### src/rtl/ifu_prefetch_pkg.sv
// Shared definitions for the instruction prefetch unit: default geometry,
// reset vector and the instruction-queue entry layout.
package ifu_prefetch_pkg;

  localparam int unsigned IFU_XLEN     = 32;
  localparam int unsigned IFU_DEPTH    = 4;
  localparam logic [31:0] IFU_RESET_PC = 32'h8000_0000;

  typedef struct packed {
    logic [IFU_XLEN-1:0] pc;
    logic [31:0]         inst;
  } ifu_entry_t;

endpackage

### src/rtl/ifu_fifo.sv
// Synchronous FIFO with occupancy count and flush; head word is read straight
// from storage, so a pushed entry becomes visible the cycle after the push.
module ifu_fifo #(
  parameter int unsigned WIDTH = 32,
  parameter int unsigned DEPTH = 4
) (
  input  logic                     clk,
  input  logic                     rst_n,
  input  logic                     flush_i,
  input  logic                     push_i,
  input  logic [WIDTH-1:0]         data_i,
  input  logic                     pop_i,
  output logic [WIDTH-1:0]         data_o,
  output logic [$clog2(DEPTH):0]   count_o,
  output logic                     full_o,
  output logic                     empty_o
);

  localparam int unsigned AW = $clog2(DEPTH);

  logic [WIDTH-1:0] mem_q [DEPTH];
  logic [AW-1:0]    wr_q, rd_q;
  logic [AW:0]      cnt_q;
  logic             do_push, do_pop;

  assign empty_o = (cnt_q == '0);
  assign full_o  = (cnt_q == (AW+1)'(DEPTH));
  assign count_o = cnt_q;
  assign data_o  = mem_q[rd_q];

  // A full FIFO still accepts a push when the head leaves in the same cycle.
  assign do_pop  = pop_i && !empty_o;
  assign do_push = push_i && (!full_o || do_pop);

  always_ff @(posedge clk) begin
    if (!rst_n || flush_i) begin
      wr_q  <= '0;
      rd_q  <= '0;
      cnt_q <= '0;
    end else begin
      if (do_push) wr_q <= wr_q + AW'(1);
      if (do_pop)  rd_q <= rd_q + AW'(1);
      cnt_q <= cnt_q + (AW+1)'(do_push) - (AW+1)'(do_pop);
    end
  end

  always_ff @(posedge clk) begin
    if (do_push) mem_q[wr_q] <= data_i;
  end

endmodule

### src/rtl/ifu_prefetch.sv
// Instruction prefetcher: issues sequential word fetches, tags them with their
// PC, queues in-order responses for decode and discards responses made stale by
// a redirect.
module ifu_prefetch
  import ifu_prefetch_pkg::*;
#(
  parameter int unsigned     XLEN     = IFU_XLEN,
  parameter int unsigned     DEPTH    = IFU_DEPTH,
  parameter logic [XLEN-1:0] RESET_PC = IFU_RESET_PC
) (
  input  logic            clk,
  input  logic            rst_n,
  output logic            mem_req_valid,
  input  logic            mem_req_ready,
  output logic [XLEN-1:0] mem_req_addr,
  input  logic            mem_rsp_valid,
  input  logic [31:0]     mem_rsp_data,
  output logic            inst_valid,
  input  logic            inst_ready,
  output logic [31:0]     inst,
  output logic [XLEN-1:0] inst_pc,
  input  logic            redirect,
  input  logic [XLEN-1:0] redirect_pc
);

  localparam int unsigned CW = $clog2(DEPTH) + 1;

  logic [XLEN-1:0] fetch_pc_q, fetch_pc_d;
  logic [CW-1:0]   live_q, live_d;
  logic [CW-1:0]   stale_q, stale_d;

  logic            accept;
  logic            rsp_live;
  logic [CW:0]     occ_sum, flight_sum;

  logic [XLEN+31:0] iq_din, iq_dout;
  logic [CW-1:0]    iq_cnt;
  logic             iq_full, iq_empty, iq_pop;

  logic [XLEN-1:0]  tag_head;
  logic [CW-1:0]    tag_cnt;
  logic             tag_full, tag_empty;

  logic             unused_bits;
  assign unused_bits = ^{tag_cnt, tag_full, tag_empty, iq_full, redirect_pc[1:0]};

  // Queued plus live bounds queue space; live plus stale bounds outstanding
  // requests so back-to-back redirects never overrun the counters.
  assign occ_sum    = {1'b0, iq_cnt} + {1'b0, live_q};
  assign flight_sum = {1'b0, live_q} + {1'b0, stale_q};

  assign mem_req_valid = rst_n && !redirect
                         && (occ_sum < (CW+1)'(DEPTH))
                         && (flight_sum < (CW+1)'(DEPTH));
  assign mem_req_addr  = fetch_pc_q;
  assign accept        = mem_req_valid && mem_req_ready;

  // A response is kept only when nothing older is still owed to a flushed
  // stream and no redirect is flushing this cycle.
  assign rsp_live = mem_rsp_valid && !redirect && (stale_q == '0);

  assign iq_din     = {tag_head, mem_rsp_data};
  assign iq_pop     = inst_valid && inst_ready;
  assign inst_valid = !iq_empty;
  assign {inst_pc, inst} = iq_dout;

  ifu_fifo #(.WIDTH(XLEN), .DEPTH(DEPTH)) u_tag_q (
    .clk     (clk),
    .rst_n   (rst_n),
    .flush_i (redirect),
    .push_i  (accept),
    .data_i  (fetch_pc_q),
    .pop_i   (rsp_live),
    .data_o  (tag_head),
    .count_o (tag_cnt),
    .full_o  (tag_full),
    .empty_o (tag_empty)
  );

  ifu_fifo #(.WIDTH(XLEN+32), .DEPTH(DEPTH)) u_inst_q (
    .clk     (clk),
    .rst_n   (rst_n),
    .flush_i (redirect),
    .push_i  (rsp_live),
    .data_i  (iq_din),
    .pop_i   (iq_pop),
    .data_o  (iq_dout),
    .count_o (iq_cnt),
    .full_o  (iq_full),
    .empty_o (iq_empty)
  );

  always_comb begin
    fetch_pc_d = fetch_pc_q;
    live_d     = live_q;
    stale_d    = stale_q;
    if (redirect) begin
      fetch_pc_d = {redirect_pc[XLEN-1:2], 2'b00};
      live_d     = '0;
      stale_d    = stale_q + live_q - CW'(mem_rsp_valid);
    end else begin
      if (accept) fetch_pc_d = fetch_pc_q + XLEN'(4);
      live_d = live_q + CW'(accept) - CW'(rsp_live);
      if (mem_rsp_valid && (stale_q != '0)) stale_d = stale_q - CW'(1);
    end
  end

  always_ff @(posedge clk) begin
    if (!rst_n) begin
      fetch_pc_q <= RESET_PC;
      live_q     <= '0;
      stale_q    <= '0;
    end else begin
      fetch_pc_q <= fetch_pc_d;
      live_q     <= live_d;
      stale_q    <= stale_d;
    end
  end

endmodule

### config.mk
export PLATFORM = sky130hd
export DESIGN_NAME = ifu_prefetch
export DESIGN_NICKNAME = d
export VERILOG_FILES = /design/src/rtl/ifu_prefetch_pkg.sv /design/src/rtl/ifu_fifo.sv /design/src/rtl/ifu_prefetch.sv
export SDC_FILE = /design/constraint.sdc
export NUM_CORES = 1
export LEC_CHECK = 0
export ABC_AREA = 1
export CORE_ASPECT_RATIO = 1.4
export CORE_UTILIZATION = 54
export CTS_BUF_LIST = sky130_fd_sc_hd__clkbuf_8
export DETAILED_ROUTE_END_ITERATION = 12
export PLACE_DENSITY = 0.79
export REMOVE_ABC_BUFFERS = 1
export SLEW_MARGIN = 10
export SYNTH_ARGS = -nofsm -noshare
export SYNTH_HDL_FRONTEND = slang
export SYNTH_HIERARCHICAL = 1
export SYNTH_SLANG_ARGS = --single-unit
export TNS_END_PERCENT = 100
### constraint.sdc
create_clock -name clk -period 5.6 [get_ports clk]
set_clock_uncertainty 0.15 [all_clocks]
set_input_delay 0.56 -clock clk [delete_from_list [all_inputs] [get_ports clk]]
set_output_delay 0.56 -clock clk [all_outputs]
set_load 0.05 [all_outputs]
# Word level (Yosys, flattened, before mapping)

Memory sizes are Yosys's and may differ from the RTL's. A register that Yosys moved wholly into a read port is not among the register bits.
Cells that the tools add are included.

Add/subtract/negate cells: 16
Magnitude comparators: 2
Equal/unequal tests: 2
Muxes and demuxes: 12
Bitwise gates (word level): 1
Reduce and logical (&&, ||, !) cells: 28

Operators by type and width:

| operator              | count |
|---|---|
| $mux 32               | 2 |
| $add 32x3->32 const B | 1 |
| $logic_and 1x1->1     | 12 |
| $sub 3x1->3           | 4 |
| $add 3x1->3           | 3 |
| $logic_not 3->1       | 3 |
| $add 2x1->2 const B   | 4 |
| $add 3x3->4           | 2 |
| $lt 4x3->1 const B    | 2 |
| $mux 2                | 4 |
| $eq 3x3->1 const B    | 2 |
| $logic_not 1->1       | 6 |
| $mux 3                | 2 |
| $mux 1                | 4 |
| $reduce_bool 2->1     | 2 |
| $add 3x3->3           | 1 |
| $logic_or 1x1->1      | 3 |
| $reduce_bool 3->1     | 1 |
| $sub 3x1->3 const B   | 1 |
| $reduce_or 2->1       | 1 |
| $not 1->1             | 1 |

Register bits after elaboration: 52
RAM bits: 384
Memories kept: 2

Memories:

| memory         | words | bits a word | read ports | clocked after memory_dff | wr ports | RTL line       | RTL |
|---|---|---|---|---|---|---|---|
| u_inst_q.mem_q | 4     | 64          | 1          | 1                        | 1        | ifu_fifo.sv:21 | `logic [WIDTH-1:0] mem_q [DEPTH];` |
| u_tag_q.mem_q  | 4     | 32          | 1          | 1                        | 1        | ifu_fifo.sv:21 |  |

# Depth between registers and ports, before layout

Gate-level depths: netlist (run 1).

Word-level depth: 8
Mapped depth: 14
Gate-level depth less buffers: 13

# By module

The synthesis (run 1) kept the hierarchy.

Modules (own cells, without submodules):

| module               | instances | cells each | area each (um^2) | seq. area each (um^2) |
|---|---|---|---|---|
| ifu_fifo at u_inst_q | 1         | 690        | 9,995.8          | 7,867.5 |
| ifu_fifo at u_tag_q  | 1         | 380        | 5,303.8          | 4,023.9 |
| ifu_prefetch         | 1         | 458        | 2,820.2          | 720.7 |

# Least setup slack after synthesis (run 1)

Ideal clock, no wire load.

Path kind: input port to flip-flop
From: in redirect
To: mem u_inst_q/mem_q[0][0] in the netlist's numbering (enable)
Setup time: 0.487 ns
Arrival: 4.917 ns
Required time: 4.963 ns
Slack: 0.046 ns
Stages on the path: 8
Cells stage by stage: buf_6 inv_2 buf_2 buf_2 nand2_1 nor3_1 nand2_1 nor2_1

Cells in the longest elaborated chain, start to end: 6

Ends and longest elaborated chain:

| what                            | RTL line           | RTL |
|---|---|---|
| start, declared                 | ifu_prefetch.sv:22 | `input logic redirect,` |
| $logic_not 1->1                 | ifu_prefetch.sv:60 | `assign rsp_live = mem_rsp_valid && !redirect && (stale_q == '0);` |
| $logic_and 1x1->1 (2 in series) | ifu_prefetch.sv:60 |  |
| via rsp_live                    | ifu_prefetch.sv:33 | `logic rsp_live;` |
| $logic_and 1x1->1               | ifu_fifo.sv:33     | `assign do_push = push_i && (!full_o \|\| do_pop);` |
| $mux 1                          | ifu_fifo.sv:48     | `if (do_push) mem_q[wr_q] <= data_i;` |
| $mux 1 (not written as such)    | ifu_fifo.sv:48     |  |
| end, declared                   | ifu_fifo.sv:21     |  |

The timed path passes the listed nets, and every way through them passes these cells.

==> out/metrics.csv, run 1 <==
stage;metric;value;unit
run_status;outcome;complete, no violations;
sta;holdWs;346;ps
layout;antenna_cells;0;
clock_tree;clock_latency;610;ps
clock_tree;post_cts_buffers;0;
sta;min_period_over_period;77.2;%
route;wl_per_cell;17.9;um
global_routing;grt_usage;23.1;%
floorplan;rows;79;
sta;fmax;231;MHz
critical_path;worstSetupStartpointType;flop;
sta;setup_viol;0;
clock_tree;root_buffer;clkbuf_8;
logic_synthesis;synth_area;18100;um^2
critical_path;worst-path-buf-inv;3;
floorplan;die_area;34300;um^2
sta;slew_headroom;24.4;%
floorplan;start_util;54.7;%
route;wl;39.3;mm
power;p_per_area;325;nW/um^2
global_routing;grt-ovfl-total;0;
clock_tree;path_clk_slew;60;ps
critical_path;slowest_delay;880;ps
sta;final-max-slew-violation-count;0;
route;antenna_left;0;
power;p_leak;0.00746;uW
layout;drive_above_1_share;9.00;%
sta;period_minus_slack;4320;ps
critical_path;worstPathRequired;4890;ps
clock_tree;cts.path.max_buffers;3;
place;portBuffers;163;
critical_path;worstSetupPathType;reg -> out;
power;ir_worst_vdd;0.228;mV
critical_path;cp_cell_sequence;inv_4 > buf_4 > nor2_1 > o22ai_1 > clkdlybuf4s50_1;
clock_tree;numCtsBuffers;66;
layout;syn2layout_area_growth;18.1;%
floorplan;die_w;157;um
sta;hold_violations;0;
route;viasPerCell;5.46;
global_routing;grt_start_max_net_pins;107;
route;dr_total_vias;12018;
logic_synthesis;yosys_warnings;6;
clock_tree;htree_num_levels;3;
route;firstDrtPassIters;5;
clock_tree;ctsHoldBuffers;0;
sta;tns;0;ps
global_routing;grt_pass1_vias;11861;
floorplan;core;33100;um^2
critical_path;slowest_stage;inv_4;
critical_path;critPathTopFamily;buffers and inverters;
critical_path;r2r_slack;2260;ps
sta;tightestPinTransition;1130;ps
global_routing;antenna_found_initial;0;
hold_path;min_path_cells;2;
layout;fillCellCount;2454;
sta;grt_setup_unrepaired;false;
clock_tree;cts_resized;0;
flow_run;drv_cap;0;
critical_path;crit_cells;5;
place;place.gp.congestion;0.874;
route;drtIter0Drc;673;
clock_tree;cts.sinks;438;
critical_path;cp.arrival;3610;ps
layout;fin_nets;1806;
route;drc;0;
floorplan;pin_count;168;
global_routing;grt_pass1_wl;59.6;mm
critical_path;end_kind;primary output;
hold_path;hold_class;reg -> reg;
critical_path;cp_max_fo;106;
clock_tree;tritoncts;yes;
logic_synthesis;syn_inst;1525;
critical_path;reg2regPathDepth;11;
floorplan;die_y;219;um
logic_synthesis;synth.avg_cell_area;11.9;um^2
place;hpwl;23.2;mm
==> worst reg2reg max path, stage by stage, from the launching register on <==
cell     delay [ps]
dfxtp_1         360
inv_1           110
ha_1            350
nand2_1          80
nand2_1          50
nand2_1         160
nand3_2          90
buf_4           200
inv_1           340
nand2_1         250
nor2_2          400
buf_4           440
==> power by group <==
group / internal [uW] / switching [uW]
registers: 3630 / 60.5
clock network: 1480 / 1190
logic: 202 / 378
total: 5310 / 1630
==> flip-flops by register name, summed over array words and instances, names as in the netlist, named ones only <==
signal	cells
u_inst_q/mem_q	256
u_tag_q/mem_q	128
mem_req_addr	30
live_q	3
stale_q	3
u_inst_q/count_o	3
u_tag_q/count_o	3
u_inst_q/rd_q	2
u_inst_q/wr_q	2
u_tag_q/rd_q	2
u_tag_q/wr_q	2
==> per-stage QoR <==
step                instance area (um^2)  worst slack (ps)  power, uW  util [%]  instances
floorplan                          17600               369       4100         -       1460
global placement                   20000              1740       4330      60.5       2087
detailed placement                 20000              1700       4340      60.5       2087
CTS                                21400              1210       7000      64.6       2201
global route                       21400              1050       7200      64.6       2201
finish                             21400              1280       6940      64.6       2201
==> layout by cell type (no fill, tap or decap), types with 3 or more instances in the layout <==
cell type,instances
edfxtp_1,384
nor2_1,268
nand2_1,176
clkdlybuf4s50_1,163
o21ai_0,121
o22ai_1,96
inv_1,94
o21ai_1,85
clkbuf_8,69
dfxtp_1,51
nand3_1,44
a21oi_1,32
ha_1,22
buf_4,15
nor2_2,12
xor2_1,12
conb_1,10
clkinv_2,9
clkinvlp_4,8
clkinv_1,8
xnor2_1,7
bufinv_16,7
inv_2,6
nor2_4,6
nand2_2,4
o21bai_1,4
nand2_4,4
fa_1,4
buf_12,4
nand3_2,3
nor3_1,3
nand3b_1,3
nand4_1,3
a31oi_1,3
a22oi_1,3
==> layout make-up <==
cell class | count | area [um^2] | share of cell area, %
Sequential cell | 438 | 12600 | 59.0
Multi-Input combinational cell | 931 | 4680 | 21.9
Timing Repair Buffer | 182 | 1820 | 8.53
Clock buffer | 69 | 950 | 4.44
Tap cell | 445 | 557 | 2.60
Clock inverter | 45 | 404 | 1.89
Inverter | 91 | 352 | 1.64
==> final timing paths <==
path / start / end
hold reg to reg: u_inst_q/rd_q[1] / flop
setup reg to reg: live_q[1] / u_tag_q/mem_q[2][22]
setup / recovery: flop / inst[21]
hold / removal: u_inst_q/rd_q[1] / flop
==> per-layer routing <==
metal,vias to the layer above,global-route usage [%],routed length (um)
li1,5761,-,-
met1,5729,25.0,14600
met2,442,42.6,21100
met3,86,3.73,2300
met4,0,12.5,1350
met5,-,0,0
(Power assumes the default switching activity.)
==> run 2, diff against run 1 <==
==> constraint.sdc (replaced) <==
create_clock -name clk -period 3.9 [get_ports clk]
set_clock_uncertainty 0.15 [all_clocks]
set_input_delay 0.39 -clock clk [delete_from_list [all_inputs] [get_ports clk]]
set_output_delay 0.39 -clock clk [all_outputs]
set_load 0.05 [all_outputs]
==> run 2 against run 1 <==
  * Sequential power is 44% higher
  * Sequential share of layout area is 0.093 points lower
  * Total power is 39% higher
  * Global-route usage is 0.70 points higher
  * Utilization is 0.10 points higher
  * Critical endpoint is now inst_pc[20]
  * Worst setup slack worse by 980 ps
  * Hold slack worse by 91 ps
  * Combinational power is 43% higher
  * Wire length is 1.1% higher
==> out/metrics.csv, run 2 (same netlist as run 1, synthesis figures left out) <==
stage;metric;value;unit;change
clock_tree;post_cts_buffers;0;;unchanged
global_routing;grt_pass1_vias;12384;;was 11861
power;ir_worst_vdd;0.257;mV;was 0.228 mV
sta;grt_setup_unrepaired;false;;unchanged
clock_tree;ctsHoldBuffers;0;;unchanged
layout;syn2layout_area_growth;18.3;%;was 18.1%
route;wl;39.8;mm;was 39.3 mm
sta;period_minus_slack;3610;ps;
critical_path;slowest_stage;clkdlybuf4s50_1;;was inv_4
critical_path;reg2reg_from;live_q[1];;unchanged
layout;regMostFlops;u_inst_q/mem_q;;unchanged
route;wl_met3;2.23;mm;was 2.30 mm
route;wl_met2;21.1;mm;about the same
hold_path;min_path_cells;1;;was 2
critical_path;r2r-end;u_tag_q/count_o[1];;was u_tag_q/mem_q[2][22]
sta;fmax;277;MHz;
floorplan;die_w;157;um;unchanged
hold_path;hold_class;in -> reg;;was reg -> reg
critical_path;worst-path-buf-inv;2;;was 3
critical_path;slowest_delay;880;ps;about the same
floorplan;core;33100;um^2;unchanged
critical_path;worstPathRequired;3360;ps;was 4890 ps
layout;fillCellCount;2484;;was 2454
sta;min_period_over_period;92.5;%;
power;p_leak;0.00752;uW;was 0.00746 uW
layout;final_core_util;64.7;%;was 64.6%
clock_tree;cts.sinks;438;;unchanged
power;power_frac_seq;54.9;%;was 53.2%
route;met1_length;14.8;mm;was 14.6 mm
critical_path;worstSetupPathType;reg -> out;;unchanged
power;internal_power;7370;uW;was 5310 uW
layout;final_cell_mix;edfxtp_1 (384), nor2_1 (268), nand2_1 (176);;unchanged
power;p_total;9660;uW;was 6940 uW
route;viasPerCell;5.47;;was 5.46
critical_path;cp.arrival;3070;ps;was 3610 ps
floorplan;start_util;54.7;%;unchanged
sta;tightestPinTransition;887;ps;was 1130 ps
place;place.gp.congestion;0.948;;was 0.874
sta;final-max-slew-violation-count;0;;unchanged
power;p_sw;2290;uW;was 1630 uW
power;swShare;23.7;%;was 23.4%
layout;largest_reg_flops;256;;unchanged
route;wl_per_cell;17.9;um;about the same
flow_run;drv_cap;0;;unchanged
critical_path;r2r_slack;1050;ps;was 2260 ps
sta;hold_violations;0;;unchanged
critical_path;end_kind;primary output;;unchanged
clock_tree;tritoncts;yes;;unchanged
floorplan;pin_count;168;;unchanged
critical_path;worstSetupStartpointType;flop;;unchanged
critical_path;reg2regPathDepth;13;;was 11
global_routing;antenna_found_initial;1;;was 0
global_routing;grt_usage;23.8;%;was 23.1%
power;p_per_area;451;nW/um^2;was 325 nW/um^2
route;firstDrtPassIters;5;;unchanged
place;portBuffers;163;;unchanged
clock_tree;htree_num_levels;2;;was 3
hold_path;holdPathEnd;u_inst_q/mem_q[1][6];;
critical_path;cp_cell_sequence;buf_4 > o21ai_0 > o22ai_1 > clkdlybuf4s50_1;;was inv_4 > buf_4 > nor2_1 > o22ai_1 > clkdlybuf4s50_1
clock_tree;numCtsBuffers;61;;was 66
clock_tree;clock_latency;620;ps;was 610 ps
hold_path;min-delay-start;mem_rsp_data[6];;was u_inst_q/rd_q[1]
sta;setup_viol;0;;unchanged
sta;slew_headroom;40.9;%;was 24.4%
clock_tree;path_clk_slew;70;ps;was 60 ps
power;power.share.clock;36.5;%;was 38.4%
clock_tree;cts_resized;0;;unchanged
layout;fin_nets;1815;;was 1806
layout;layout_commonest_cell;edfxtp_1;;unchanged
power;p_comb_share;8.6;%;was 8.4%
route;dr_total_vias;12135;;was 12018
floorplan;rows;79;;unchanged
layout;multiInputGateArea;4680;um^2;unchanged
layout;drive_above_1_share;9.31;%;was 9.00%
place;place_ws;838;ps;was 1700 ps
run_status;outcome;complete, no violations;;unchanged
clock_tree;root_buffer;clkbuf_8;;unchanged
floorplan;die_area;34300;um^2;unchanged
global_routing;grt_start_max_net_pins;65;;was 107
critical_path;critPathTopFamily;buffers and inverters;;unchanged
sta;worst_slack;293;ps;was 1280 ps
layout;regArea;12600;um^2;unchanged
route;antenna_left;0;;unchanged
clock_tree;cts.path.max_buffers;3;;unchanged
floorplan;die_y;219;um;unchanged
route;drtIter0Drc;717;;was 673
route;top_layer_used;met4;;unchanged
place;hpwl;24.9;mm;was 23.2 mm
global_routing;grt-ovfl-total;0;;unchanged
global_routing;grt_pass1_wl;61.9;mm;was 59.6 mm
route;drc;0;;unchanged
critical_path;cp_max_fo;48;;was 106
-- run 2: metrics by stage --
step	setup TNS [ps]	instance area (um^2)	hold slack (ps)	std cells
after detailed placement	0	20200	353	2101
final	0	21400	255	2218
after global routing	0	21400	224	2218
after CTS	0	21400	220	2217
after global placement	0	20200	330	2101
after floorplan	-320920	17600	316	1460
-- run 2: worst register-to-register path, delay by kind of cell (launching register included) --
| kind | cells | cell delay (ps) |
|---|---|---|
| simple gates | 7 | 780 |
| flops | 1 | 360 |
| buf+inv | 3 | 470 |
| fa+ha+maj | 3 | 1020 |
-- run 2: final cells by class --
| cell class | instances | share of cell area [%] |
|---|---|---|
| sequential | 438 | 58.9 |
| multi-input combinational | 931 | 21.8 |
| timing repair buffer | 196 | 9.18 |
| clock buffer | 64 | 4.11 |
| tap | 445 | 2.60 |
| clock inverter | 52 | 1.69 |
| inverter | 91 | 1.64 |
| antenna | 1 | 0.0117 |
-- run 2: worst max path at each step --
stage | endpoint | cells after the start | slack [ps] | start
5_1_grt | inst_pc[20] | 4 | 160 | flop
2_1_floorplan | u_inst_q/mem_q[0][0] | 5 | -1160 | redirect
6_report | inst_pc[20] | 4 | 290 | flop
3_3_place_gp | u_inst_q/mem_q[0][35] | 8 | 870 | redirect
4_1_cts | inst_pc[5] | 4 | 240 | flop
3_5_place_dp | u_tag_q/count_o[1] | 12 | 840 | redirect
-- run 2: power by group through the flow --
stage          combinational (uW)  sequential (uW)  clock, uW
5_1_grt                       902             5310       3800
3_5_place_dp                  836             5400          0
3_3_place_gp                  825             5400          0
2_1_floorplan                 440             5450          0
6_report                      832             5300       3530
4_1_cts                       840             5300       3600
-- run 2: metal layers --
layer | vias to the layer above | global-route usage (%)
met3 | 111 | 3.93
met4 | 0 | 13.2
met2 | 431 | 44.0
li1 | 5785 | -
met1 | 5808 | 25.4
met5 | - | 0
